File: config.mk
export PLATFORM = sky130hd
export DESIGN_NAME = fetch_stage
export DESIGN_NICKNAME = d
export VERILOG_FILES = /design/src/rtl/fetch_stage.sv
export SDC_FILE = /design/constraint.sdc
export NUM_CORES = 1
export LEC_CHECK = 0
export CAP_MARGIN = 20
export CORE_UTILIZATION = 47
export CTS_CLUSTER_SIZE = 25
export DETAILED_ROUTE_END_ITERATION = 6
export PLACE_DENSITY = 0.76
export REMOVE_ABC_BUFFERS = 1
export SLEW_MARGIN = 20
export SYNTH_ARGS = -nofsm -noshare
export SYNTH_HDL_FRONTEND = slang
export SYNTH_SLANG_ARGS = --single-unit
File: constraint.sdc
create_clock -name Clk -period 4.3 [get_ports Clk]
set_input_delay 0.645 -clock Clk [delete_from_list [all_inputs] [get_ports Clk]]
set_output_delay 0.645 -clock Clk [all_outputs]
set_load 0.02 [all_outputs]
File: src/rtl/fetch_stage.sv
// fetch_stage: instruction-fetch stage and IF/ID pipeline register.
//
// Holds the PC and fetches from instruction memory over a req/valid
// handshake. The hazard unit stalls, advances or redirects the stage
// through PC_write, IF_write, IF_flush and addrSel. An instruction that
// returns while IF/ID is stalled is buffered (HELD state). fetch_stall is
// high while a response is outstanding (WAIT state).
//
// Ports:
//   Clk, Rst            clock (rising edge), synchronous active-low reset
//   PC_write, IF_write  hazard-unit enables for the PC and IF/ID
//   IF_flush            loads NOP_INSTR / 0 into IF/ID
//   addrSel             next-PC select: 00 PC+4, 01 Jump, 10 Branch, 11 Jr
//   JumpAddr, BranchAddr, JrAddr  redirect targets (bits [1:0] dropped)
//   imem_addr, imem_req instruction-memory request (address = PC)
//   imem_rdata, imem_valid        instruction-memory response
//   fetch_stall         response outstanding; PC and IF/ID frozen
//   ID_Instr, ID_PC4    IF/ID register contents
//
// Optional: define FETCH_PERF_EN to add saturating fetch_count and
// stall_count outputs.
module fetch_stage #(
    parameter logic [31:0] RESET_PC  = 32'h0000_0000,
    parameter logic [31:0] NOP_INSTR = 32'h0000_0000
) (
    input  logic        Clk,
    input  logic        Rst,
    input  logic        PC_write,
    input  logic        IF_write,
    input  logic        IF_flush,
    input  logic [1:0]  addrSel,
    input  logic [31:0] JumpAddr,
    input  logic [31:0] BranchAddr,
    input  logic [31:0] JrAddr,
    output logic [31:0] imem_addr,
    output logic        imem_req,
    input  logic [31:0] imem_rdata,
    input  logic        imem_valid,
    output logic        fetch_stall,
    output logic [31:0] ID_Instr,
    output logic [31:0] ID_PC4
`ifdef FETCH_PERF_EN
    ,
    output logic [31:0] fetch_count,
    output logic [31:0] stall_count
`endif
);

    typedef enum logic [1:0] {S_FETCH, S_WAIT, S_HELD} state_t;

    state_t      state_q, state_d;
    logic [31:0] pc_q, pc_d;
    logic [31:0] id_instr_q, id_instr_d;
    logic [31:0] id_pc4_q, id_pc4_d;
    logic [31:0] buf_q, buf_d;
    logic        pend_q, pend_d;
    logic [31:0] tgt_q, tgt_d;
    logic        imem_req_q, imem_req_d;
    logic        fetch_stall_q, fetch_stall_d;

    logic [31:0] pc_plus4;
    logic [31:0] next_pc;
    logic        redirect;
    logic        wr_en;
    logic        id_load;

    assign pc_plus4  = pc_q + 32'd4;
    assign redirect  = PC_write && (addrSel != 2'b00);
    // Flush wins over IF_write; the PC/FSM then behave as if IF_write=0.
    assign wr_en     = IF_write && !IF_flush;

    always_comb begin
        next_pc = pc_plus4;
        case (addrSel)
            2'b01:   next_pc = {JumpAddr[31:2], 2'b00};
            2'b10:   next_pc = {BranchAddr[31:2], 2'b00};
            2'b11:   next_pc = {JrAddr[31:2], 2'b00};
            default: next_pc = pc_plus4;
        endcase
    end

    always_comb begin
        state_d    = state_q;
        pc_d       = pc_q;
        id_instr_d = id_instr_q;
        id_pc4_d   = id_pc4_q;
        buf_d      = buf_q;
        pend_d     = pend_q;
        tgt_d      = tgt_q;
        id_load    = 1'b0;

        if (IF_flush) begin
            id_instr_d = NOP_INSTR;
            id_pc4_d   = '0;
        end

        case (state_q)
            // FETCH and WAIT share one path: pend_q is always clear in FETCH.
            S_FETCH, S_WAIT: begin
                if (imem_valid) begin
                    if (redirect || pend_q) begin
                        // Same-cycle redirect is newer than a pending one.
                        pc_d    = redirect ? next_pc : tgt_q;
                        pend_d  = 1'b0;
                        state_d = S_FETCH;
                    end else begin
                        if (wr_en) begin
                            id_instr_d = imem_rdata;
                            id_pc4_d   = pc_plus4;
                            id_load    = 1'b1;
                        end else begin
                            buf_d = imem_rdata;
                        end
                        if (PC_write) begin
                            pc_d = pc_plus4;
                        end
                        state_d = (!wr_en && !PC_write) ? S_HELD : S_FETCH;
                    end
                end else begin
                    // Address must stay stable while waiting; remember redirects.
                    state_d = S_WAIT;
                    if (redirect) begin
                        pend_d = 1'b1;
                        tgt_d  = next_pc;
                    end
                end
            end
            S_HELD: begin
                if (redirect) begin
                    buf_d   = '0;
                    pc_d    = next_pc;
                    state_d = S_FETCH;
                end else if (wr_en) begin
                    id_instr_d = buf_q;
                    id_pc4_d   = pc_plus4;
                    id_load    = 1'b1;
                    if (PC_write) begin
                        pc_d = pc_plus4;
                    end
                    state_d = S_FETCH;
                end
            end
            default: state_d = S_FETCH;
        endcase

        imem_req_d    = (state_d != S_HELD);
        fetch_stall_d = (state_d == S_WAIT);
    end

    always_ff @(posedge Clk) begin
        if (!Rst) begin
            state_q       <= S_FETCH;
            pc_q          <= RESET_PC;
            id_instr_q    <= NOP_INSTR;
            id_pc4_q      <= '0;
            buf_q         <= '0;
            pend_q        <= 1'b0;
            tgt_q         <= '0;
            imem_req_q    <= 1'b1;
            fetch_stall_q <= 1'b0;
        end else begin
            state_q       <= state_d;
            pc_q          <= pc_d;
            id_instr_q    <= id_instr_d;
            id_pc4_q      <= id_pc4_d;
            buf_q         <= buf_d;
            pend_q        <= pend_d;
            tgt_q         <= tgt_d;
            imem_req_q    <= imem_req_d;
            fetch_stall_q <= fetch_stall_d;
        end
    end

    // Request/stall are forced low for as long as reset is held.
    assign imem_addr   = pc_q;
    assign imem_req    = imem_req_q && Rst;
    assign fetch_stall = fetch_stall_q && Rst;
    assign ID_Instr    = id_instr_q;
    assign ID_PC4      = id_pc4_q;

`ifdef FETCH_PERF_EN
    logic [31:0] fetch_count_q, fetch_count_d;
    logic [31:0] stall_count_q, stall_count_d;

    always_comb begin
        fetch_count_d = fetch_count_q;
        stall_count_d = stall_count_q;
        if (id_load && (fetch_count_q != '1)) begin
            fetch_count_d = fetch_count_q + 32'd1;
        end
        if (fetch_stall && (stall_count_q != '1)) begin
            stall_count_d = stall_count_q + 32'd1;
        end
    end

    always_ff @(posedge Clk) begin
        if (!Rst) begin
            fetch_count_q <= '0;
            stall_count_q <= '0;
        end else begin
            fetch_count_q <= fetch_count_d;
            stall_count_q <= stall_count_d;
        end
    end

    assign fetch_count = fetch_count_q;
    assign stall_count = stall_count_q;
`endif

endmodule
==> results of run 1 <==
routing by layer:
layer	GRT usage	vias to the layer above	part of all wire
met4	0.128	0	0.030
met1	0.391	4076	0.42
met5	0	-	0
li1	-	4087	-
met2	0.472	423	0.46
met3	0.0582	59	0.088
layout make-up:
class	instances	area [sq um]	area share
multi-input combinational	741	4570	0.407
sequential	165	3300	0.294
timing repair buffer	255	2480	0.221
clock buffer	18	429	0.0382
tap	225	282	0.0251
clock inverter	13	100	0.00892
inverter	13	50.0	0.00446
state kept, by name, summed over array words and instances, names as in the netlist:
signal / cells
ID_Instr: 32
ID_PC4: 32
buf_q: 32
imem_addr: 32
tgt_q: 32
state_q: 2
fetch_stall_q: 1
imem_req_q: 1
pend_q: 1
cell usage in the layout (no fill, tap or decap), types with 24 or more instances in the layout:
cell type        Yosys  final
clkdlybuf4s50_1      0    225
o21ai_0             38     38
nand2_1             85     85
nor2_1             129    126
mux2_2              30     30
nor3_1              35     34
a222oi_1            31     31
nand3_1             58     58
a21oi_1             81     81
a22o_1              24     24
dfxtp_1            165    165
buf_4                2     27
stage by stage:
step	power [mW]	cell area, sq um	hold WS (ps)	setup WS (ps)
6_report	3.66	11200	453	1280
5_1_grt	3.79	11200	467	1270
4_1_cts	3.67	11200	453	1310
3_5_place_dp	2.30	10700	443	1030
3_3_place_gp	2.29	10700	436	1050
2_1_floorplan	1.98	7900	428	1080
power groups by stage:
| stage | Combinational (mW) | Clock, mW | Sequential (mW) |
|---|---|---|---|
| CTS | 0.618 | 1.41 | 1.65 |
| global route | 0.678 | 1.46 | 1.66 |
| floorplan | 0.277 | 0 | 1.70 |
| detailed placement | 0.614 | 0 | 1.68 |
| finish | 0.622 | 1.39 | 1.65 |
| global placement | 0.606 | 0 | 1.68 |
logic make-up (layout without fill, tap and decap cells):
family / Yosys count / after routing / synth area share
buffers and inverters: 101 / 299 / 0.0549
XOR/XNOR: 28 / 28 / 0.0295
AND/OR/NAND/NOR: 379 / 379 / 0.216
AO/OA/AOI/OAI: 296 / 296 / 0.251
adder cells (fa/ha/maj): 1 / 1 / 0.00151
multiplexers: 37 / 37 / 0.0491
flip-flops: 165 / 165 / 0.398
worst paths after layout:
kind / startpoint / endpoint / slack (ps) / cells past startpoint
max: Rst / fetch_stall / 1280 / 3
min: buf_q[15]$_SDFFE_PN0P_ / buf_q[15]$_SDFFE_PN0P_ / 450 / 2
max reg2reg: state_q[1]$_SDFF_PN0_ / imem_addr[13]$_SDFFE_PN0P_ / 1600 / 8
min reg2reg: buf_q[15]$_SDFFE_PN0P_ / buf_q[15]$_SDFFE_PN0P_ / 450 / 2
worst max-delay path: cells and delay by family:
kind	cells	cell delay, ps
buf+inv	2	1480
simple gates	1	240
==> flow_metrics.tcl, run 1 <==
set metrics [dict create \
    synthDistinctLibCells 75 \
    synth_most_common_cell "dfxtp_1" \
    maxCapViolCount 0 \
    crit_required_ps 3650 \
    ys_ff_latch 165 \
    power_density_nw_per_um2 326 \
    path_max_fanout 12 \
    endpoint_kind "output port" \
    drc 0 \
    cp_slowest_cell "clkdlybuf4s50_1" \
    vias_per_cell 6.05 \
    seqPwrFrac 0.451 \
    synth_flop_cell "dfxtp_1" \
    dieHeight_um 135 \
    leakagePower_nw 3.89 \
    areaGrowthSynthToFinish_pct 35.2 \
    finClkSkew_ps 10.2 \
    dr.pass1.iters 5 \
    antenna_found_initial 0 \
    rsz0062_at_grt "no" \
    tightest_slew_ps 1120 \
    synth_commonest_cells "dfxtp_1 (165), nor2_1 (129), nand2_1 (85)" \
    async_flop_share 0 \
    io_pins 234 \
    start_util 0.480 \
    die_x_um 135 \
    hpwl_um 18600 \
    clkPwrFrac 0.379 \
    syn-instance-count 1007 \
    path_cells "clkdlybuf4s50_1 -> and2_1 -> clkdlybuf4s50_1" \
    cts_max_level 4 \
    fp-row-count 48 \
    slew_violations 0 \
    grt_max_degree 55 \
    avgRoutedWirePerCell_um 18.7 \
    io_buffers 227 \
    outcome "finished clean" \
    wl_um 26700 \
    final_util 0.649 \
    tns_ps 0 \
    synth-edff-count 0 \
    cts_buffer_depth 2 \
    vias 8645 \
    power.internal_mw 2.63 \
    cts.sinks 165 \
    nets 1330 \
    post-route-min-period_ps 3020 \
    syn_area_per_cell_sq_um 8.24 \
    cts_tree "built" \
    yosys_warnings 0 \
    syn-cell-area_sq_um 8300 \
    numCtsBuffers 17 \
    p_sw_frac 0.281 \
    ir_worst_vdd_uv 299 \
    yosys.area.top_type "dfxtp_1" \
    yosysSeqAreaShare 0.398 \
    netlist.area_leader.share 0.398 \
    hold_viol_final 0 \
    grt_pass1_vias 7996 \
    n_antenna_cell 0 \
    cts_hold_buf 0 \
    post-cts-setup-buffer-count 0 \
    min_path_type "flop to flop" \
    startpoint_type "input pin" \
    arrival_ps 2370 \
    pwr-share-comb 0.170 \
    cpMostUsedCell "clkdlybuf4s50_1" \
    ant_nets 0 \
    grt_overflow 0 \
    stdcell_count 1430 \
    grt_usage 0.297 \
    drive_above_1_share 0.0954 \
    dp.cells 1399 \
    insertion_delay_ps 430 \
    gp_congestion 0.913 \
    grt_pass1_wl_um 42400 \
    setup_violations 0 \
    netSwitchingPower_mw 1.03 \
    clockRootBuffer "clkbuf_16" \
    final.period_utilization 0.701 \
    drt_iter0_drc 726 \
    ctsResizeCount 0 \
    core_sq_um 17300 \
    fill_cells 1483 \
    die-area_sq_um 18200 \
    slew_headroom 0.255 \
    max_stage_delay_ps 860 \
    worstSetupPathType "input pin to output port" \
    clk_pin_slew_worst_paths_ps 70 \
    ys_top_cells_by_area "dfxtp_1 (40%), nor2_1 (5.8%), a21oi_1 (4.9%)" \
    fmax_ghz 0.332 \
]
(Power assumes the default switching activity.)
==> inputs of run 2 (changes only) <==
==> constraint.sdc (replaced) <==
create_clock -name Clk -period 2.9 [get_ports Clk]
set_input_delay 0.435 -clock Clk [delete_from_list [all_inputs] [get_ports Clk]]
set_output_delay 0.435 -clock Clk [all_outputs]
set_load 0.02 [all_outputs]
==> flow_metrics.tcl, run 2 (synthesis results as in run 1) <==
set metrics [dict create \
    outcome "finished clean" \
    wl_um 27300 \
    final.period_utilization 0.890 \
    die-area_sq_um 18200 \
    n_antenna_cell 0 \
    ant_nets 0 \
    grt_usage 0.302 \
    vias 8761 \
    dieHeight_um 135 \
    cp_slowest_cell "or4_4" \
    clk_pin_slew_worst_paths_ps 70 \
    post-route-min-period_ps 2580 \
    grt_pass1_vias 8137 \
    hpwl_um 19200 \
    cp.buffers_inverters 0 \
    endpoint "imem_addr[28]$_SDFFE_PN0P_" \
    path_depth 6 \
    numCtsBuffers 17 \
    r2r_start "imem_addr[3]$_SDFFE_PN0P_" \
    tightest_slew_ps 1100 \
    finClkSkew_ps 11.1 \
    start_util 0.480 \
    rsz0062_at_grt "no" \
    arrival_ps 2900 \
    total_power_mw 5.70 \
    max_stage_delay_ps 610 \
    areaGrowthSynthToFinish_pct 38.8 \
    slew_headroom 0.264 \
    drive_above_1_share 0.112 \
    io_buffers 227 \
    dr.pass1.iters 6 \
    cts_hold_buf 0 \
    cts_tree "built" \
    cts.sinks 165 \
    critical-path-top-delay-family "simple AND/OR/NAND/NOR gates" \
    worstSetupStartpoint "imem_addr[3]$_SDFFE_PN0P_" \
    final_cell_mix "clkdlybuf4s50_1 (225), dfxtp_1 (165), nor2_1 (126)" \
    drc 0 \
    post-cts-setup-buffer-count 0 \
    startpoint_type "flop" \
    pwr-share-comb 0.170 \
    fp-row-count 48 \
    slew_violations 0 \
    fin_ws_ps 320 \
    insertion_delay_ps 440 \
    io_pins 234 \
    pre_cts_ws_ps 95.2 \
    core_sq_um 17300 \
    setup_violations 0 \
    rr_worst_depth 6 \
    crit_required_ps 3220 \
    leakagePower_nw 4.05 \
    p_sw_frac 0.277 \
    r2r-end "imem_addr[28]$_SDFFE_PN0P_" \
    clockRootBuffer "clkbuf_16" \
    netSwitchingPower_mw 1.58 \
    seqPwrFrac 0.429 \
    die_x_um 135 \
    min_path_type "flop to flop" \
    path_max_fanout 8 \
    grt_max_degree 78 \
    grt_pass1_wl_um 43100 \
    endpoint_kind "flop" \
    fmax_ghz 0.388 \
    hold_viol_final 0 \
    nets 1353 \
    clkPwrFrac 0.402 \
    cts_max_level 4 \
    multiInputGateArea_sq_um 4560 \
    maxCapViolCount 0 \
    avgRoutedWirePerCell_um 18.8 \
    power_density_nw_per_um2 495 \
    antenna_found_initial 0 \
    ctsResizeCount 0 \
    cts_buffer_depth 2 \
    path_cells "ha_1 -> nand3_1 -> or4_4 -> nor4_1 -> mux2_2 -> o31a_1" \
    regToRegSetupSlack_ps 320 \
    register_area_sq_um 3300 \
    ir_worst_vdd_uv 432 \
    grt_overflow 0 \
    drt_iter0_drc 865 \
    fill_cells 1492 \
    gp_congestion 0.891 \
    vias_per_cell 6.03 \
    worstSetupPathType "flop to flop" \
    final_common_cell "clkdlybuf4s50_1" \
    power.internal_mw 4.12 \
]
[run 2: worst min-delay path by stage]
| stage | start | endpoint | slack [ps] | depth (start not counted) |
|---|---|---|---|---|
| after global placement | ID_PC4[31]$_SDFF_PN0_ | ID_PC4[31]$_SDFF_PN0_ | 440 | 2 |
| after CTS | buf_q[19]$_SDFFE_PN0P_ | buf_q[19]$_SDFFE_PN0P_ | 450 | 2 |
| final | buf_q[3]$_SDFFE_PN0P_ | buf_q[3]$_SDFFE_PN0P_ | 450 | 2 |
| after global routing | buf_q[3]$_SDFFE_PN0P_ | buf_q[3]$_SDFFE_PN0P_ | 470 | 2 |
| after detailed placement | buf_q[19]$_SDFFE_PN0P_ | buf_q[19]$_SDFFE_PN0P_ | 440 | 2 |
| after floorplan | buf_q[20]$_SDFFE_PN0P_ | buf_q[20]$_SDFFE_PN0P_ | 430 | 2 |
[run 2: through the flow]
stage	std cells	cell area, sq um	setup TNS (ps)	utilization	hold slack, ps
floorplan	919	7900	-1940	-	428
global placement	1422	10900	0	0.632	436
detailed placement	1422	10900	0	0.632	444
CTS	1454	11500	0	0.666	454
global route	1454	11500	0	0.666	472
finish	1454	11500	0	0.666	450
[run 2: cell type report]
| class | instances | area share |
|---|---|---|
| inverter | 13 | 0.00434 |
| tap | 225 | 0.0244 |
| clock inverter | 14 | 0.0143 |
| clock buffer | 18 | 0.0372 |
| sequential | 165 | 0.287 |
| timing repair buffer | 278 | 0.237 |
| multi-input combinational | 741 | 0.396 |
[run 2: worst reg2reg max path, stage by stage (launching register included)]
cell and delay, ps:
dfxtp_1 440, ha_1 250, nand3_1 160, or4_4 610
nor4_1 350, mux2_2 370, o31a_1 280
[run 2: power groups by stage]
stage | combinational, mW | clock, mW | sequential (mW)
after floorplan | 0.410 | 0 | 2.52
after global placement | 0.941 | 0 | 2.49
after detailed placement | 0.954 | 0 | 2.49
after CTS | 0.960 | 2.31 | 2.44
after global routing | 1.04 | 2.41 | 2.45
final | 0.968 | 2.29 | 2.44
[run 2: metal layers]
layer / global-route usage / share of wire / vias to the layer above
li1: - / - / 4149
met1: 0.406 / 0.42 / 4122
met2: 0.480 / 0.46 / 446
met3: 0.0623 / 0.093 / 44
met4: 0.0999 / 0.020 / 0
met5: 0 / 0 / -
